<file path="src/rtl/vecdeser.sv">
// vecdeser: streaming scalar-to-vector deserializer.
// Packs COLS signed WIDTH-bit elements, accepted one per in handshake, into a
// registered vector. The vector is presented with its own valid/ready handshake.
// The first element accepted lands in o_f[1].
// Optional feature macro: VECDESER_MIN_EN adds o_fmin, the running signed
// minimum of the vector, which is valid whenever o_f_valid is 1.
//
// state | meaning
// ------+-------------------------------------------------------------
// FILL  | collecting elements into o_f[cnt+1], cnt = 0..COLS-1
// FULL  | vector complete, o_f_valid = 1, waiting for the consumer
module vecdeser #(
    parameter int COLS  = 4,
    parameter int WIDTH = 16
) (
    input  logic                          i_clk,
    input  logic                          i_reset,
    input  logic                          i_in_valid,
    output logic                          o_in_ready,
    input  logic signed [WIDTH-1:0]       i_in_data,
    output logic [COLS:1][WIDTH-1:0]      o_f,
`ifdef VECDESER_MIN_EN
    output logic signed [WIDTH-1:0]       o_fmin,
`endif
    output logic                          o_f_valid,
    input  logic                          i_f_ready
);

    localparam int CW = (COLS > 1) ? $clog2(COLS) : 1;

    typedef enum logic {FILL = 1'b0, FULL = 1'b1} state_t;

    state_t                   r_state;
    state_t                   w_state_nxt;
    logic [CW-1:0]            r_cnt;
    logic [COLS:1][WIDTH-1:0] r_f;
    logic                     w_accept;
    logic                     w_out;
    logic                     w_last;
    logic [COLS:1]            w_wr_sel;

    assign w_last   = (r_cnt == CW'(COLS - 1));
    assign w_accept = i_in_valid && o_in_ready;
    assign w_out    = o_f_valid && i_f_ready;

    // State register
    always_ff @(posedge i_clk) begin
        if (i_reset) begin
            r_state <= FILL;
        end else begin
            r_state <= w_state_nxt;
        end
    end

    // Next-state logic; with COLS == 1 a simultaneous drain and refill keeps FULL
    always_comb begin
        w_state_nxt = r_state;
        case (r_state)
            FILL: begin
                if (w_accept && w_last) begin
                    w_state_nxt = FULL;
                end
            end
            FULL: begin
                if (w_out) begin
                    w_state_nxt = (w_accept && (COLS == 1)) ? FULL : FILL;
                end
            end
            default: w_state_nxt = FILL;
        endcase
    end

    // Output logic: handshake flags and one-hot element write select
    always_comb begin
        o_in_ready = !i_reset && ((r_state == FILL) || i_f_ready);
        o_f_valid  = (r_state == FULL);
        w_wr_sel   = '0;
        if (w_accept) begin
            if (r_state == FULL) begin
                w_wr_sel[1] = 1'b1;
            end else begin
                for (int i = 1; i <= COLS; i++) begin
                    if (r_cnt == CW'(i - 1)) begin
                        w_wr_sel[i] = 1'b1;
                    end
                end
            end
        end
    end

    // Datapath: element counter and vector storage
    always_ff @(posedge i_clk) begin
        if (i_reset) begin
            r_cnt <= '0;
            r_f   <= '0;
        end else begin
            if (w_accept) begin
                if (r_state == FULL) begin
                    r_cnt <= (COLS == 1) ? CW'(0) : CW'(1);
                end else begin
                    r_cnt <= w_last ? CW'(0) : r_cnt + CW'(1);
                end
            end
            for (int i = 1; i <= COLS; i++) begin
                if (w_wr_sel[i]) begin
                    r_f[i] <= i_in_data;
                end
            end
        end
    end

    assign o_f = r_f;

`ifdef VECDESER_MIN_EN
    logic signed [WIDTH-1:0] r_fmin;

    // Running minimum, restarted by each write to the first element; ties keep the earlier value
    always_ff @(posedge i_clk) begin
        if (i_reset) begin
            r_fmin <= '0;
        end else if (w_wr_sel[1]) begin
            r_fmin <= i_in_data;
        end else if (w_accept && (i_in_data < r_fmin)) begin
            r_fmin <= i_in_data;
        end
    end

    assign o_fmin = r_fmin;
`endif

endmodule

</file>
<file path="config.mk">
export PLATFORM = sky130hd
export DESIGN_NAME = vecdeser
export DESIGN_NICKNAME = d
export VERILOG_FILES = /design/src/rtl/vecdeser.sv
export SDC_FILE = /design/constraint.sdc
export NUM_CORES = 1
export LEC_CHECK = 0
export ABC_AREA = 1
export CAP_MARGIN = 20
export CORE_ASPECT_RATIO = 0.6
export CORE_MARGIN = 2
export CORE_UTILIZATION = 42
export DETAILED_ROUTE_END_ITERATION = 8
export HOLD_SLACK_MARGIN = 0.15
export PLACE_DENSITY_LB_ADDON = 0.12
export SLEW_MARGIN = 20
export SYNTH_ARGS = -nofsm -noshare
export SYNTH_HDL_FRONTEND = slang
export SYNTH_SLANG_ARGS = --single-unit
</file>
<file path="constraint.sdc">
create_clock -name i_clk -period 1.4 [get_ports i_clk]
set_clock_uncertainty 0.1 [all_clocks]
set_input_delay 0.42 -clock i_clk [delete_from_list [all_inputs] [get_ports i_clk]]
set_output_delay 0.42 -clock i_clk [all_outputs]
set_load 0.1 [all_outputs]
</file>
==> flow_summary_export.csv, run 1 <==
group,metric,value,unit
run_status,status,"finished, violations left",
run_status,violations,"negative setup slack",
timing,max_slew_margin,0.761,
pwr,power,5.67,mW
timing,fmax,623,MHz
setup_path,cp_data_arrival_time,1750,ps
grt,grt.total_usage,0.278,
layout,drive_gt1_frac,0.402,
detailed_routing,wl,10900,µm
setup_path,cp_max_fo,8,
timing,hold_viol_final,0,
synthesis,ys_seq_area_frac,0.463,
die,die_w,111,µm
pwr,ir_drop,659,µV
synthesis,synth_nets,426,
flow_run,cap_violations,0,
setup_path,slowest_stage,"dfxtp_4",
die,rows,23,
setup_path,rr_worst_depth,8,
min_path,hold_depth,2,
timing,setup_ws,-206,ps
cts,cts_tree,"built",
setup_path,cp.required,1550,ps
synthesis,yosys-top-cells-area,"dfxtp_1, nor2_1, nand4_1",
layout,finalNetCount,522,
pwr,p_per_area,1090,nW/µm²
timing,worst_pin_slew,358,ps
detailed_routing,drc_errors,0,
die,fp.dieArea,7600,µm²
setup_path,end_kind,"flip-flop",
die,coreArea,6680,µm²
synthesis,ys_ff_latch,67,
layout,final_cell_mix,"nor2_1, buf_12, nand4_1, nand2_1, dfxtp_2",
synthesis,synth_area_leader_cell,"dfxtp_1",
synthesis,avgSynthCellArea,7.21,µm²
timing,fin_crit_sh,1.15,
cts,clkTransAtPathRegs,50,ps
detailed_routing,drt-initial-drc-count,296,
layout,n_antenna_cell,0,
min_path,hold_path.class,"primary input to flip-flop",
cts,cts-root-to-sink-buffers,2,
die,io_pins,86,
placement,post-place-ws,-584,ps
grt,overflow,0,
timing,rsz0062_at_grt,"yes",
cts,cts_sinks,67,
timing,finalSetupViolCount,67,
cts,numCtsBuffers,9,
cts,worstSkewPairLatency,330,ps
synthesis,yosysWarnings,0,
synthesis,netlist.area_leader.share,0.463,
grt,first_global_vias,3024,
setup_path,worstPathCellList,"buf_6, nand2_4, nand3_4, buf_6, nor2_4, clkbuf_16, nor2_1, nor2_1",
synthesis,synth_cell_types,18,
synthesis,syn-cell-area,2900,µm²
detailed_routing,viasPerCell,5.44,
layout,syn_to_final_growth,79.7,%
layout,layout_commonest_cell,"nor2_1",
die,initial_core_util,0.434,
die,die_h,68.3,µm
setup_path,cp-start-kind,"flip-flop",
setup_path,crit_type,"flip-flop to flip-flop",
detailed_routing,ant_nets,0,
placement,routabilityCongestion,0.796,
detailed_routing,first_pass_iters,5,
synthesis,netlist_instances,402,
detailed_routing,drt-wirelength-per-cell,18.5,µm
placement,place_hpwl,6130,µm
detailed_routing,vias,3203,
placement,portBuffers,85,
cts,cts_root_buf,"clkbuf_16",
timing,maxSlewViolCount,0,
cts,cts_max_level,3,
pwr,p_leak,2.16,nW
grt,grt_max_degree,35,
timing,min_period,1610,ps
setup_path,max_stage_delay,360,ps
cts,cts_hold_buf,0,
grt,grt_antenna_before_repair,0,
grt,grt_pass1_wl,15800,µm
## worst paths after layout
| check | startpoint | end | slack [ps] |
|---|---|---|---|
| setup / recovery | o_f_valid$_SDFF_PP0_ | o_f[33]$_SDFFE_PP0P_ | -210 |
| hold / removal | i_reset | o_f_valid$_SDFF_PP0_ | 320 |
| setup reg to reg | o_f_valid$_SDFF_PP0_ | o_f[33]$_SDFFE_PP0P_ | -210 |
| hold reg to reg | o_f[19]$_SDFFE_PP0P_ | o_f[19]$_SDFFE_PP0P_ | 400 |
## state kept, by name (all words and copies together), names as in the netlist
signal     flops
o_f           64
r_cnt          2
o_f_valid      1
## kinds of logic (layout without fill, tap and decap cells)
| family | Yosys count | count (layout) | synth area share |
|---|---|---|---|
| simple gates | 271 | 271 | 0.424 |
| flops | 67 | 67 | 0.463 |
| fa+ha+maj | 4 | 4 | 0.0173 |
| buf+inv | 56 | 156 | 0.0890 |
| compound gates | 4 | 4 | 0.00691 |
## critical path: cells and delay by family, from the launching register on
family,cells,cell delay (ps)
simple gates,5,560
flops,1,360
buf+inv,3,480
## final cells by class
cell class	instances	area, µm²
Sequential cell	67	1450
Timing Repair inverter	2	15.0
Fill cell	439	1470
Clock inverter	3	15.0
Clock buffer	12	246
Tap cell	87	109
Inverter	27	124
Timing Repair Buffer	112	1860
Multi-Input combinational cell	279	1390
## synth_stat cells
| cell | number |
|---|---|
| nor2_1 | 133 |
| dfxtp_1 | 67 |
| nand2_1 | 66 |
| nand4_1 | 64 |
| inv_1 | 23 |
| buf_2 | 14 |
| buf_1 | 7 |
| buf_4 | 6 |
| ha_1 | 4 |
| inv_2 | 4 |
| nor2_4 | 4 |
| a21oi_1 | 2 |
| nand2_2 | 2 |
| o21ai_0 | 2 |
| buf_6 | 1 |
| clkbuf_1 | 1 |
| nand3_1 | 1 |
| nand3_4 | 1 |
## per-layer routing
metal	part of all wire	track usage	vias to the layer above
met5	0	0	-
met1	0.40	0.360	1485
li1	-	-	1498
met4	0.026	0.116	0
met3	0.11	0.0877	27
met2	0.46	0.439	193
## through the flow
step | hold slack (ps) | instances | utilization | TNS, ps | cell area, µm²
floorplan | 383 | 402 | - | -54.6 | 3010
global placement | 389 | 558 | 0.689 | -31940 | 4600
detailed placement | 397 | 558 | 0.689 | -34300 | 4600
CTS | 316 | 588 | 0.769 | -2860 | 5130
global route | 331 | 589 | 0.780 | -8290 | 5210
finish | 316 | 589 | 0.780 | -4560 | 5210
## power breakdown
part | switching, mW | internal, mW
Clock | 0.786 | 1.23
Combinational | 1.02 | 0.549
Sequential | 0.0922 | 2.00
Total | 1.89 | 3.77
## what timing repair did
item	CTS	global route
gates resized for setup	37	21
endpoints found under the setup margin	73	81
buffers inserted	11	1
cloned	4	0
pin swaps	9	18
(Power assumes the default switching activity.)
==> run 2, diff against run 1 <==
--- a/config.mk
+++ b/config.mk
@@ -9,10 +9,11 @@
 export CAP_MARGIN = 20
 export CORE_ASPECT_RATIO = 0.6
 export CORE_MARGIN = 2
-export CORE_UTILIZATION = 42
+export CORE_UTILIZATION = 47
 export DETAILED_ROUTE_END_ITERATION = 8
 export HOLD_SLACK_MARGIN = 0.15
 export PLACE_DENSITY_LB_ADDON = 0.12
+export SKIP_CTS_REPAIR_TIMING = 1
 export SLEW_MARGIN = 20
 export SYNTH_ARGS = -nofsm -noshare
 export SYNTH_HDL_FRONTEND = slang
==> constraint.sdc (replaced) <==
create_clock -name i_clk -period 1.6 [get_ports i_clk]
set_clock_uncertainty 0.1 [all_clocks]
set_input_delay 0.48 -clock i_clk [delete_from_list [all_inputs] [get_ports i_clk]]
set_output_delay 0.48 -clock i_clk [all_outputs]
set_load 0.1 [all_outputs]
==> run 2 against run 1 <==
Effect of this change: the run still ends with negative setup slack left; clock power is 16% lower; final cell count is 1.9% lower; cell area fell by 7.0%; count of clock-buffer cells in the layout down 2; flip-flop and latch count unchanged; wire length decreased by 17%; global-route usage shrank 0.99 points; first-iteration DRC count is 28% lower; critical path depth fell by 6; worst hold slack gained 95 ps; combinational power is 20% lower; highest routed layer unchanged.
==> flow_summary_export.csv, run 2 (same netlist as run 1, synthesis figures left out) <==
group,metric,value,unit
setup_path,crit_type,"flip-flop to primary output",
die,coreArea,6030,µm²
placement,dp_cells,558,
setup_path,end_kind,"primary output",
grt,grt_pass1_wl,14000,µm
pwr,ir_drop,554,µV
setup_path,max_stage_delay,370,ps
min_path,hold_path.class,"primary input to flip-flop",
detailed_routing,drt-wirelength-per-cell,15.6,µm
layout,drive_gt1_frac,0.241,
placement,placed_area,4560,µm²
grt,grt_antenna_before_repair,0,
grt,overflow,0,
detailed_routing,vias,3105,
layout,final_cell_count_no_fill,578,
setup_path,cp.required,1020,ps
setup_path,reg2reg_from,"o_f_valid$_SDFF_PP0_",
setup_path,cp-start-kind,"flip-flop",
layout,n_antenna_cell,0,
detailed_routing,drt-initial-drc-count,213,
cts,cts_sinks,67,
layout,syn_to_final_growth,67.2,%
die,initial_core_util,0.480,
die,fp.dieArea,6830,µm²
setup_path,rr_endpoint,"o_f[5]$_SDFFE_PP0P_",
timing,worst_pin_slew,335,ps
grt,first_global_vias,2881,
cts,cts-root-to-sink-buffers,2,
setup_path,rr_worst_depth,6,
grt,grt.total_usage,0.268,
layout,seq_area,1350,µm²
cts,cts_tree,"built",
setup_path,cp_max_fo,3,
die,rows,22,
cts,cts_root_buf,"clkbuf_8",
pwr,p_per_area,979,nW/µm²
die,die_w,105,µm
run_status,violations,"negative setup slack",
layout,finalNetCount,513,
cts,clkTransAtPathRegs,80,ps
timing,fin_crit_sh,1.05,
die,io_pins,86,
timing,hold_viol_final,0,
layout,largest_reg_flops,64,
min_path,min_to,"o_f_valid$_SDFF_PP0_",
layout,fill_cells,389,
layout,fin_area,4840,µm²
detailed_routing,drc_errors,0,
timing,maxSlewViolCount,0,
placement,place_hpwl,6230,µm
setup_path,reg2reg_setup_slack,80,ps
die,die_h,64.8,µm
setup_path,slowest_stage,"dfxtp_4",
layout,multi_input_area,1310,µm²
cts,cts_max_level,3,
setup_path,cp_data_arrival_time,1100,ps
timing,finalSetupViolCount,1,
min_path,hold_depth,3,
flow_run,cap_violations,0,
timing,fmax,594,MHz
layout,layout_commonest_cell,"nor2_1",
placement,routabilityCongestion,0.838,
detailed_routing,first_pass_iters,5,
placement,post-place-ws,-456,ps
setup_path,worstPathCellList,"a21oi_4, buf_12",
cts,numCtsBuffers,9,
min_path,min_from,"i_reset",
pwr,p_leak,2.07,nW
run_status,status,"finished, violations left",
grt,grt_max_degree,35,
timing,setup_ws,-82.3,ps
layout,final_cell_mix,"nor2_1, buf_12, nand2_1, dfxtp_1, nand4_1",
timing,max_slew_margin,0.776,
pwr,power,4.74,mW
timing,min_period,1680,ps
timing,rsz0062_at_grt,"yes",
placement,portBuffers,85,
detailed_routing,ant_nets,0,
detailed_routing,wl,9010,µm
detailed_routing,viasPerCell,5.37,
cts,worstSkewPairLatency,350,ps
==> run 2: area by class of cell <==
cell class,count,share of cell area
repair buffers,105,0.359
clock buffers,10,0.0307
multi-input cells,279,0.271
clock inverters,6,0.0196
flip-flops and latches,67,0.278
well taps,84,0.0217
inverters,27,0.0209
==> run 2: worst max-delay path, delay by kind of cell (launching register included) <==
family | cells | cell delay, ps
AOI/OAI and AO/OA | 1 | 180
buffers and inverters | 1 | 200
DFF | 1 | 370
==> run 2: how the worst max path moves through the flow <==
stage	to	startpoint	cells after the start	slack (ps)
2_1_floorplan	o_in_ready	i_f_ready	3	50
3_3_place_gp	o_f[59]$_SDFFE_PP0P_	i_f_ready	9	-370
3_5_place_dp	o_f[63]$_SDFFE_PP0P_	i_f_ready	7	-460
4_1_cts	o_in_ready	i_f_ready	4	-390
5_1_grt	o_in_ready	o_f_valid$_SDFF_PP0_	2	-100
6_report	o_in_ready	o_f_valid$_SDFF_PP0_	2	-80
==> run 2: power by group <==
part	switching (mW)	leakage, nW	internal (mW)
Sequential	0.0755	0.545	1.74
Clock	0.697	0.122	0.985
Combinational	0.822	1.40	0.425
Total	1.59	2.07	3.15
==> run 2: through the flow <==
| stage | setup TNS [ps] | utilization | hold slack (ps) |
|---|---|---|---|
| floorplan | 0 | - | 390 |
| global placement | -24080 | 0.757 | 403 |
| detailed placement | -27880 | 0.757 | 413 |
| CTS | -4000 | 0.797 | 423 |
| global route | -114 | 0.803 | 428 |
| finish | -82.3 | 0.803 | 412 |
==> run 2: per-layer routing <==
| metal | track usage | wire length (µm) |
|---|---|---|
| met1 | 0.326 | 3590 |
| met2 | 0.451 | 4440 |
| met3 | 0.0815 | 820 |
| met4 | 0.102 | 164 |
| met5 | 0 | 0 |
